## src/rtl/fpu_requester.sv

```systemverilog
// fpu_requester
//   Accepts one floating-point command at a time from an upstream valid/ready
//   port, presents it to an FPU over a four-phase handshake, collects the
//   result and offers it downstream on a valid/ready response port. Illegal
//   opcodes and FPU stalls longer than TIMEOUT cycles produce an error
//   response (rsp_err=1, rsp_result=all ones). All outputs are registered or
//   decoded from the state register only.
//
// Ports
//   clock, reset            : single clock, asynchronous active-low reset
//   cmd_valid/ready         : upstream command handshake
//   cmd_op, cmd_a, cmd_b    : opcode (0 add, 1 sub, 2 mul, 3 div), operands
//   fpu_operation, fpu_data_a, fpu_data_b : latched command toward the FPU
//   fpu_input_rdy/ack       : operand handshake with the FPU
//   fpu_output_rdy/ack      : result handshake with the FPU
//   fpu_result              : FPU result
//   rsp_valid/ready         : downstream response handshake
//   rsp_result, rsp_err     : captured result or error indication
//   done_count              : responses delivered (wraps at 16 bits)

module fpu_requester #(
    parameter int unsigned TIMEOUT = 64
) (
    input  logic        clock,
    input  logic        reset,
    input  logic        cmd_valid,
    output logic        cmd_ready,
    input  logic [3:0]  cmd_op,
    input  logic [31:0] cmd_a,
    input  logic [31:0] cmd_b,
    output logic [3:0]  fpu_operation,
    output logic [31:0] fpu_data_a,
    output logic [31:0] fpu_data_b,
    output logic        fpu_input_rdy,
    input  logic        fpu_input_ack,
    input  logic        fpu_output_rdy,
    output logic        fpu_output_ack,
    input  logic [31:0] fpu_result,
    output logic        rsp_valid,
    input  logic        rsp_ready,
    output logic [31:0] rsp_result,
    output logic        rsp_err,
    output logic [15:0] done_count
);

    typedef enum logic [2:0] {
        IDLE,
        ISSUE,
        WAIT_RES,
        ACK,
        RESP
    } state_t;

    // Abort fires on the edge at which the counter would reach TIMEOUT.
    localparam logic [7:0] TMO_LAST = 8'(TIMEOUT - 1);

    state_t      state_q, state_d;
    logic        cmd_ready_q, cmd_ready_d;
    logic [3:0]  op_q, op_d;
    logic [31:0] a_q, a_d;
    logic [31:0] b_q, b_d;
    logic [31:0] result_q, result_d;
    logic        err_q, err_d;
    logic [15:0] done_q, done_d;
    logic [7:0]  tmo_q, tmo_d;

    always_ff @(posedge clock or negedge reset) begin
        if (!reset) begin
            state_q     <= IDLE;
            cmd_ready_q <= 1'b0;
            op_q        <= '0;
            a_q         <= '0;
            b_q         <= '0;
            result_q    <= '0;
            err_q       <= 1'b0;
            done_q      <= '0;
            tmo_q       <= '0;
        end else begin
            state_q     <= state_d;
            cmd_ready_q <= cmd_ready_d;
            op_q        <= op_d;
            a_q         <= a_d;
            b_q         <= b_d;
            result_q    <= result_d;
            err_q       <= err_d;
            done_q      <= done_d;
            tmo_q       <= tmo_d;
        end
    end

    always_comb begin
        state_d  = state_q;
        op_d     = op_q;
        a_d      = a_q;
        b_d      = b_q;
        result_d = result_q;
        err_d    = err_q;
        done_d   = done_q;
        tmo_d    = tmo_q;

        case (state_q)
            IDLE: begin
                // cmd_ready_q is only set in IDLE, and stays low for the
                // first cycle after reset release.
                if (cmd_valid && cmd_ready_q) begin
                    op_d = cmd_op;
                    a_d  = cmd_a;
                    b_d  = cmd_b;
                    if (cmd_op[3:2] != 2'b00) begin
                        result_d = '1;
                        err_d    = 1'b1;
                        state_d  = RESP;
                    end else begin
                        tmo_d   = '0;
                        state_d = ISSUE;
                    end
                end
            end

            ISSUE: begin
                if (fpu_input_ack) begin
                    tmo_d   = '0;
                    state_d = WAIT_RES;
                end else if (tmo_q == TMO_LAST) begin
                    tmo_d    = '0;
                    result_d = '1;
                    err_d    = 1'b1;
                    state_d  = RESP;
                end else begin
                    tmo_d = tmo_q + 8'd1;
                end
            end

            WAIT_RES: begin
                if (fpu_output_rdy) begin
                    result_d = fpu_result;
                    err_d    = 1'b0;
                    state_d  = ACK;
                end else if (tmo_q == TMO_LAST) begin
                    tmo_d    = '0;
                    result_d = '1;
                    err_d    = 1'b1;
                    state_d  = RESP;
                end else begin
                    tmo_d = tmo_q + 8'd1;
                end
            end

            ACK: begin
                if (!fpu_output_rdy) begin
                    state_d = RESP;
                end
            end

            RESP: begin
                if (rsp_ready) begin
                    done_d  = done_q + 16'd1;
                    state_d = IDLE;
                end
            end

            default: begin
                state_d = IDLE;
            end
        endcase

        cmd_ready_d = (state_d == IDLE);
    end

    assign cmd_ready      = cmd_ready_q;
    assign fpu_operation  = op_q;
    assign fpu_data_a     = a_q;
    assign fpu_data_b     = b_q;
    assign fpu_input_rdy  = (state_q == ISSUE);
    assign fpu_output_ack = (state_q == ACK);
    assign rsp_valid      = (state_q == RESP);
    assign rsp_result     = result_q;
    assign rsp_err        = err_q;
    assign done_count     = done_q;

endmodule

```

## config.mk

```make
export PLATFORM = sky130hd
export DESIGN_NAME = fpu_requester
export DESIGN_NICKNAME = d
export VERILOG_FILES = /design/src/rtl/fpu_requester.sv
export SDC_FILE = /design/constraint.sdc
export NUM_CORES = 1
export LEC_CHECK = 0
export ABC_AREA = 1
export CAP_MARGIN = 0
export CORE_AREA = 2 2 127 129
export CTS_CLUSTER_SIZE = 10
export DETAILED_ROUTE_END_ITERATION = 8
export DIE_AREA = 0 0 129 131
export GPL_ROUTABILITY_DRIVEN = 0
export PLACE_DENSITY = 0.79
export SLEW_MARGIN = 15
export SYNTH_ARGS = -nofsm -noshare
export SYNTH_HDL_FRONTEND = slang
export SYNTH_SLANG_ARGS = --single-unit
```

## constraint.sdc

```tcl
create_clock -name clock -period 2.91 [get_ports clock]
set_input_delay 0.582 -clock clock [delete_from_list [all_inputs] [get_ports clock]]
set_output_delay 0.582 -clock clock [all_outputs]
set_load 0.03 [all_outputs]
```

### Word level (Yosys, flattened, before mapping)

Index checks and enable logic that the tools add are counted.

| storage, ports and cells | value |
|---|---|
| logic and storage cells | 56 |
| register bits | 129 |
| output and inout port bits | 121 |
| input port bits | 106 |

| cells by class | value |
|---|---|
| reduce and logical (&&, ||, !) cells | 9 |
| add/subtract/negate cells | 2 |
| equal/unequal tests | 10 |
| muxes and demuxes | 26 |

Operator list:

| kind | number |
|---|---|
| $mux 32 | 5 |
| $pmux 32 s3 | 1 |
| $mux 8 | 5 |
| $pmux 8 s3 | 1 |
| $mux 3 | 7 |
| $add 16x1->16 const B | 1 |
| $pmux 3 s5 | 1 |
| $ne 2x2->1 const B | 5 |
| $add 8x1->8 const B | 1 |
| $eq 8x6->1 const B | 1 |
| $reduce_and 4->1 | 2 |
| $eq 3x2->1 const B | 2 |
| $logic_not 3->1 | 2 |
| $mux 1 | 5 |
| $reduce_and 2->1 | 2 |
| $eq 3x1->1 const B | 1 |
| $eq 3x3->1 const B | 1 |
| $pmux 1 s3 | 1 |
| $reduce_bool 3->1 | 1 |
| $reduce_bool 2->1 | 1 |
| $logic_and 1x1->1 | 1 |

### Depth between registers and ports, before layout

| depth | value |
|---|---|
| depth in word-level cells | 5 |
| gate-level depth with buffers | 11 |
| gate-level depth less buffers | 10 |

### Worst setup path before layout

No wires, ideal clock.

| timing path | value |
|---|---|
| path kind | reg-to-reg |
| start point | register state_q[2] |
| end point | register result_q[10] (netlist: rsp_result[10]) |
| stages on the path, launching flop included | 11 |
| setup time | 0.113 ns |
| data required time | 2.797 ns |
| data arrival time | 1.475 ns |
| clock period less this slack | 1.588 ns |
| setup slack | 1.322 ns |
| path buffers | 2 |
| path through | dfrtp_1 > buf_4 > nor3_4 > nand2_1 > nand2_1 > nor2_1 > inv_2 > buf_6 > nand2_1 > nand2_1 > inv_1 |

| between the ends | value |
|---|---|
| longest elaborated chain between the ends | 3 |
| elaborated cells between the ends (all ways) | 9 |
| those cells by class | eq/ne (5); mux (1); reduce/logical (3) |

RTL lines:

| what | line | RTL |
|---|---|---|
| from (decl) | 57 | `state_t state_q, state_d;` |
| from (signal assigned) | 79 | `state_q <= state_d;` |
| $eq 3x1->1 (*) | n/a |  |
| via fpu_input_rdy | 34 | `output logic fpu_input_rdy,` |
| $ne 2x2->1 (no source line) / $reduce_bool 3->1 (equally long branches) | n/a |  |
| $reduce_and 4->1 (no source line) | n/a |  |
| to (signal assigned) | 84 | `result_q <= result_d;` |
| to (decl) | 62 | `logic [31:0] result_q, result_d;` |

Mark *: on every way through the listed nets, which the timed path passes. The rest lies on a longest branch.
A chain may end at the register's enable or synchronous reset.

### Worst setup path in the final report

| timing path | value |
|---|---|
| start point | register state_q[2] |
| end point | output fpu_output_ack |

| between the ends | value |
|---|---|
| longest elaborated chain between the ends | 1 |

RTL lines:

| what | line | RTL |
|---|---|---|
| $eq 3x2->1 | 175 | `assign fpu_output_ack = (state_q == ACK);` |
| to (decl) | 37 | `output logic fpu_output_ack,` |

Every way passes these cells.

==> Implementation_results.wiki <==
{| class="wikitable"
! Metric !! Value
|-
| Result of the run || finished, final reports clean
|-
| Reg-to-Reg Start || state_q[2]$_DFF_PN0_
|-
| Measured slew at the worst slew-check pin || 0.730 ns
|-
| Net count after synthesis || 765
|-
| Port bufs || 226
|-
| Die Outline Area || 0.0169 mm^2
|-
| Max Buffers Root-to-Sink || 2
|-
| Total leakage power || 4.30 nW
|-
| Flip-flop and latch count after synthesis || 129
|-
| WL per Instance || 13.7 um
|-
| Vias per cell || 4.66
|-
| Via count || 5191
|-
| Clock Latency Late Sink || 0.41 ns
|-
| Buffer type at the clock tree root || sky130_fd_sc_hd__clkbuf_16
|-
| Placeable core region || 0.0156 mm^2
|-
| Number of post-CTS setup repair buffers || 0
|-
| Number of setup violations in the final report || 0
|-
| Proportion of layout cells with a drive suffix above 1 || 10.2%
|-
| Mean Syn Cell Area || 9.33 um^2
|-
| Hold buffer count at CTS || 0
|-
| Diodes inserted || 0
|-
| Crit-path cells || inv_1 -> nand3_1 -> inv_1 -> clkdlybuf4s50_1
|-
| Worst reg-to-reg setup slack || 0.89 ns
|-
| Kind of capture point of the worst setup path || output port
|-
| Fin nets || 994
|-
| Worst min-delay path category || in -> async
|-
| Critical path's slowest cell || sky130_fd_sc_hd__clkdlybuf4s50_1
|-
| Overall fraction of global-route tracks in use || 18.3%
|-
| Vias in the first global route || 4838
|-
| Worst rel slew slack || 51.3%
|-
| Util after Layout || 59.1%
|-
| Total CTS buffers || 17
|-
| Number of different library cells in the post-synthesis netlist || 31
|-
| Maximum number of pins on one net before global-route repair || 130
|-
| CP arrival || 2.05 ns
|-
| Yosys warning count || 0
|-
| Pins over their slew limit || 0
|-
| Remaining antenna violation count || 0
|-
| Power density of the placed cells || 1170 mW/mm^2
|-
| Floorplan row count || 46
|-
| Clock-pin transition on the worst setup and hold timing paths || 0.06 ns
|-
| Maximum clock frequency || 380 MHz
|-
| Worst-case clock skew || 0.0101 ns
|-
| DRC violations left || 0
|-
| Worst slack, placed || 0.556 ns
|-
| CP Data Required Time || 2.33 ns
|-
| Category of the most critical setup path || reg -> out
|-
| Final critical-path share of the clock period || 90.5%
|-
| Post-route setup slack || 0.278 ns
|-
| Initial standard-cell utilization of the core || 39.3%
|-
| Final min period || 2.63 ns
|-
| Post-cts sizing count || 0
|-
| VDD IR-drop max || 0.000766 V
|-
| Number of placed I/O pins || 227
|-
| Placed inst area || 0.00856 mm^2
|-
| Total congestion overflow after global routing || 0
|-
| Final routed wirelength across all metal layers || 15.3 mm
|-
| Die height || 131 um
|-
| Die Wd || 129 um
|-
| Netlist area before placement || 0.00613 mm^2
|-
| Setup TNS || 0 ns
|-
| RSZ-0062 raised after global routing || false
|-
| Endpoints failing hold || 0
|-
| Post-synthesis cell count || 657
|-
| Capture instance of the worst register-to-register path || rsp_result[31]$_DFFE_PN0P_
|-
| Number of clock sinks seen by CTS || 129
|-
| Kind of cell with the highest combined delay on the critical path || buffers and inverters
|-
| First-pass GRT wire length || 24.1 mm
|-
| Max-cap violations || 0
|-
| Number of iterations in the first detailed-routing pass || 5
|-
| Total design power || 10.8 mW
|-
| Drt initial violations || 205
|-
| Area delta synth->final || 50.3%
|-
| Sequential-to-total area share from yosys stat || 52.7%
|-
| Critical Path Start Type || register
|-
| Cell area after layout || 0.00922 mm^2
|-
| Combined buffer and inverter count along the critical path || 3
|-
| H-tree level count || 4
|-
| Max FO, Critical Path || 8
|-
| HPWL after detailed placement || 10.6 mm
|-
| Number of antenna violations at the first check in global routing || 0
|-
| Clock tree from TritonCTS || done
|-
| CP peak stage delay || 0.70 ns
|-
| Most Frequent Cell on Critical Path || sky130_fd_sc_hd__inv_1
|-
| Cell count of the worst reg-to-reg path || 7
|}
-- worst max path at each step --
| stage | start | to | slack (ns) | cells after the start |
|---|---|---|---|---|
| after detailed placement | fpu_input_ack | rsp_result[31]$_DFFE_PN0P_ | 0.56 | 8 |
| after CTS | state_q[2]$_DFF_PN0_ | fpu_output_ack | 0.23 | 4 |
| after floorplan | state_q[2]$_DFF_PN0_ | rsp_result[10]$_DFFE_PN0P_ | 1.32 | 10 |
| after global placement | fpu_input_ack | rsp_result[11]$_DFFE_PN0P_ | 0.62 | 8 |
| final | state_q[2]$_DFF_PN0_ | fpu_output_ack | 0.28 | 4 |
| after global routing | state_q[2]$_DFF_PN0_ | fpu_output_ack | 0.10 | 4 |
-- per-stage QoR --
stage	hold WS (ns)	cells
floorplan	0.286	657
global placement	0.468	1083
detailed placement	0.474	1083
CTS	0.310	1115
global route	0.338	1115
finish	0.240	1115
-- Yosys cell counts --
master | number | area [um^2]
sky130_fd_sc_hd__a21boi_0 | 1 | 7.51
sky130_fd_sc_hd__a21oi_1 | 8 | 40.0
sky130_fd_sc_hd__buf_2 | 6 | 30.0
sky130_fd_sc_hd__buf_4 | 3 | 22.5
sky130_fd_sc_hd__buf_6 | 12 | 135
sky130_fd_sc_hd__clkbuf_1 | 3 | 11.3
sky130_fd_sc_hd__dfrtp_1 | 129 | 3230
sky130_fd_sc_hd__ha_1 | 2 | 25.0
sky130_fd_sc_hd__inv_1 | 100 | 375
sky130_fd_sc_hd__inv_2 | 4 | 15.0
sky130_fd_sc_hd__mux2_1 | 31 | 349
sky130_fd_sc_hd__mux2_2 | 35 | 394
sky130_fd_sc_hd__nand2_1 | 171 | 642
sky130_fd_sc_hd__nand2_2 | 4 | 25.0
sky130_fd_sc_hd__nand3_1 | 54 | 270
sky130_fd_sc_hd__nand3_4 | 1 | 17.5
sky130_fd_sc_hd__nand3b_1 | 1 | 7.51
sky130_fd_sc_hd__nand4_1 | 8 | 50.1
sky130_fd_sc_hd__nor2_1 | 22 | 82.6
sky130_fd_sc_hd__nor2_2 | 3 | 18.8
sky130_fd_sc_hd__nor2_4 | 2 | 22.5
sky130_fd_sc_hd__nor2_8 | 1 | 20.0
sky130_fd_sc_hd__nor3_1 | 2 | 10.0
sky130_fd_sc_hd__nor3_2 | 1 | 10.0
sky130_fd_sc_hd__nor3_4 | 1 | 16.3
sky130_fd_sc_hd__o21a_1 | 2 | 15.0
sky130_fd_sc_hd__o21ai_0 | 29 | 145
sky130_fd_sc_hd__o21ai_1 | 10 | 50.1
sky130_fd_sc_hd__o21bai_1 | 1 | 7.51
sky130_fd_sc_hd__xnor2_1 | 2 | 17.5
sky130_fd_sc_hd__xor2_1 | 8 | 70.1
-- cells by family after synthesis --
family,synth area share (%)
and+or+nand+nor,19.4
DFF,52.7
buffers and inverters,9.61
muxes,12.1
AOI/OAI and AO/OA,4.33
xor gates and xnor gates,1.43
adders and majority gates,0.408
-- cell usage in the layout, fill, tap and decap left out, types with 3 or more instances in the layout --
| cell | count |
|---|---|
| sky130_fd_sc_hd__nor2_2 | 3 |
| sky130_fd_sc_hd__clkdlybuf4s50_1 | 225 |
| sky130_fd_sc_hd__inv_6 | 3 |
| sky130_fd_sc_hd__dfrtp_1 | 129 |
| sky130_fd_sc_hd__a21oi_1 | 8 |
| sky130_fd_sc_hd__mux2_2 | 35 |
| sky130_fd_sc_hd__o21ai_0 | 29 |
| sky130_fd_sc_hd__buf_12 | 3 |
| sky130_fd_sc_hd__xor2_1 | 8 |
| sky130_fd_sc_hd__nand3_1 | 54 |
| sky130_fd_sc_hd__mux2_1 | 31 |
| sky130_fd_sc_hd__o21ai_1 | 10 |
| sky130_fd_sc_hd__nand2_2 | 4 |
| sky130_fd_sc_hd__inv_2 | 4 |
| sky130_fd_sc_hd__nand2_1 | 171 |
| sky130_fd_sc_hd__inv_1 | 100 |
| sky130_fd_sc_hd__bufinv_16 | 5 |
| sky130_fd_sc_hd__nand4_1 | 8 |
| sky130_fd_sc_hd__clkbuf_16 | 17 |
| sky130_fd_sc_hd__buf_4 | 6 |
| sky130_fd_sc_hd__nor2_1 | 22 |
-- layout make-up --
type / count / area (um^2)
clock buffer: 20 / 457
clock inverter: 12 / 201
fill: 1316 / 6380
inverter: 104 / 390
multi-input combinational: 400 / 2310
sequential: 129 / 3230
tap: 216 / 270
timing repair buffer: 234 / 2360
-- state kept, by name, summed over array words and instances (netlist names) --
name,flops
fpu_data_a,32
cmd_ready,1
rsp_result,32
state_q,3
fpu_data_b,32
tmo_q,8
fpu_operation,4
rsp_err,1
done_count,16
-- layer usage --
metal  GRT usage, %  part of all wire, %
met5              0                    0
met4           5.69                  1.3
met3           6.84                  7.3
met2           29.8                   48
met1           22.7                   43
-- power breakdown --
part / switching, mW / internal (mW) / total (mW)
sequential: 0.500 / 2.58 / 3.08
clock: 0.794 / 1.57 / 2.36
combinational: 3.13 / 2.22 / 5.35
No activity file was read; power rests on OpenSTA's default activity.
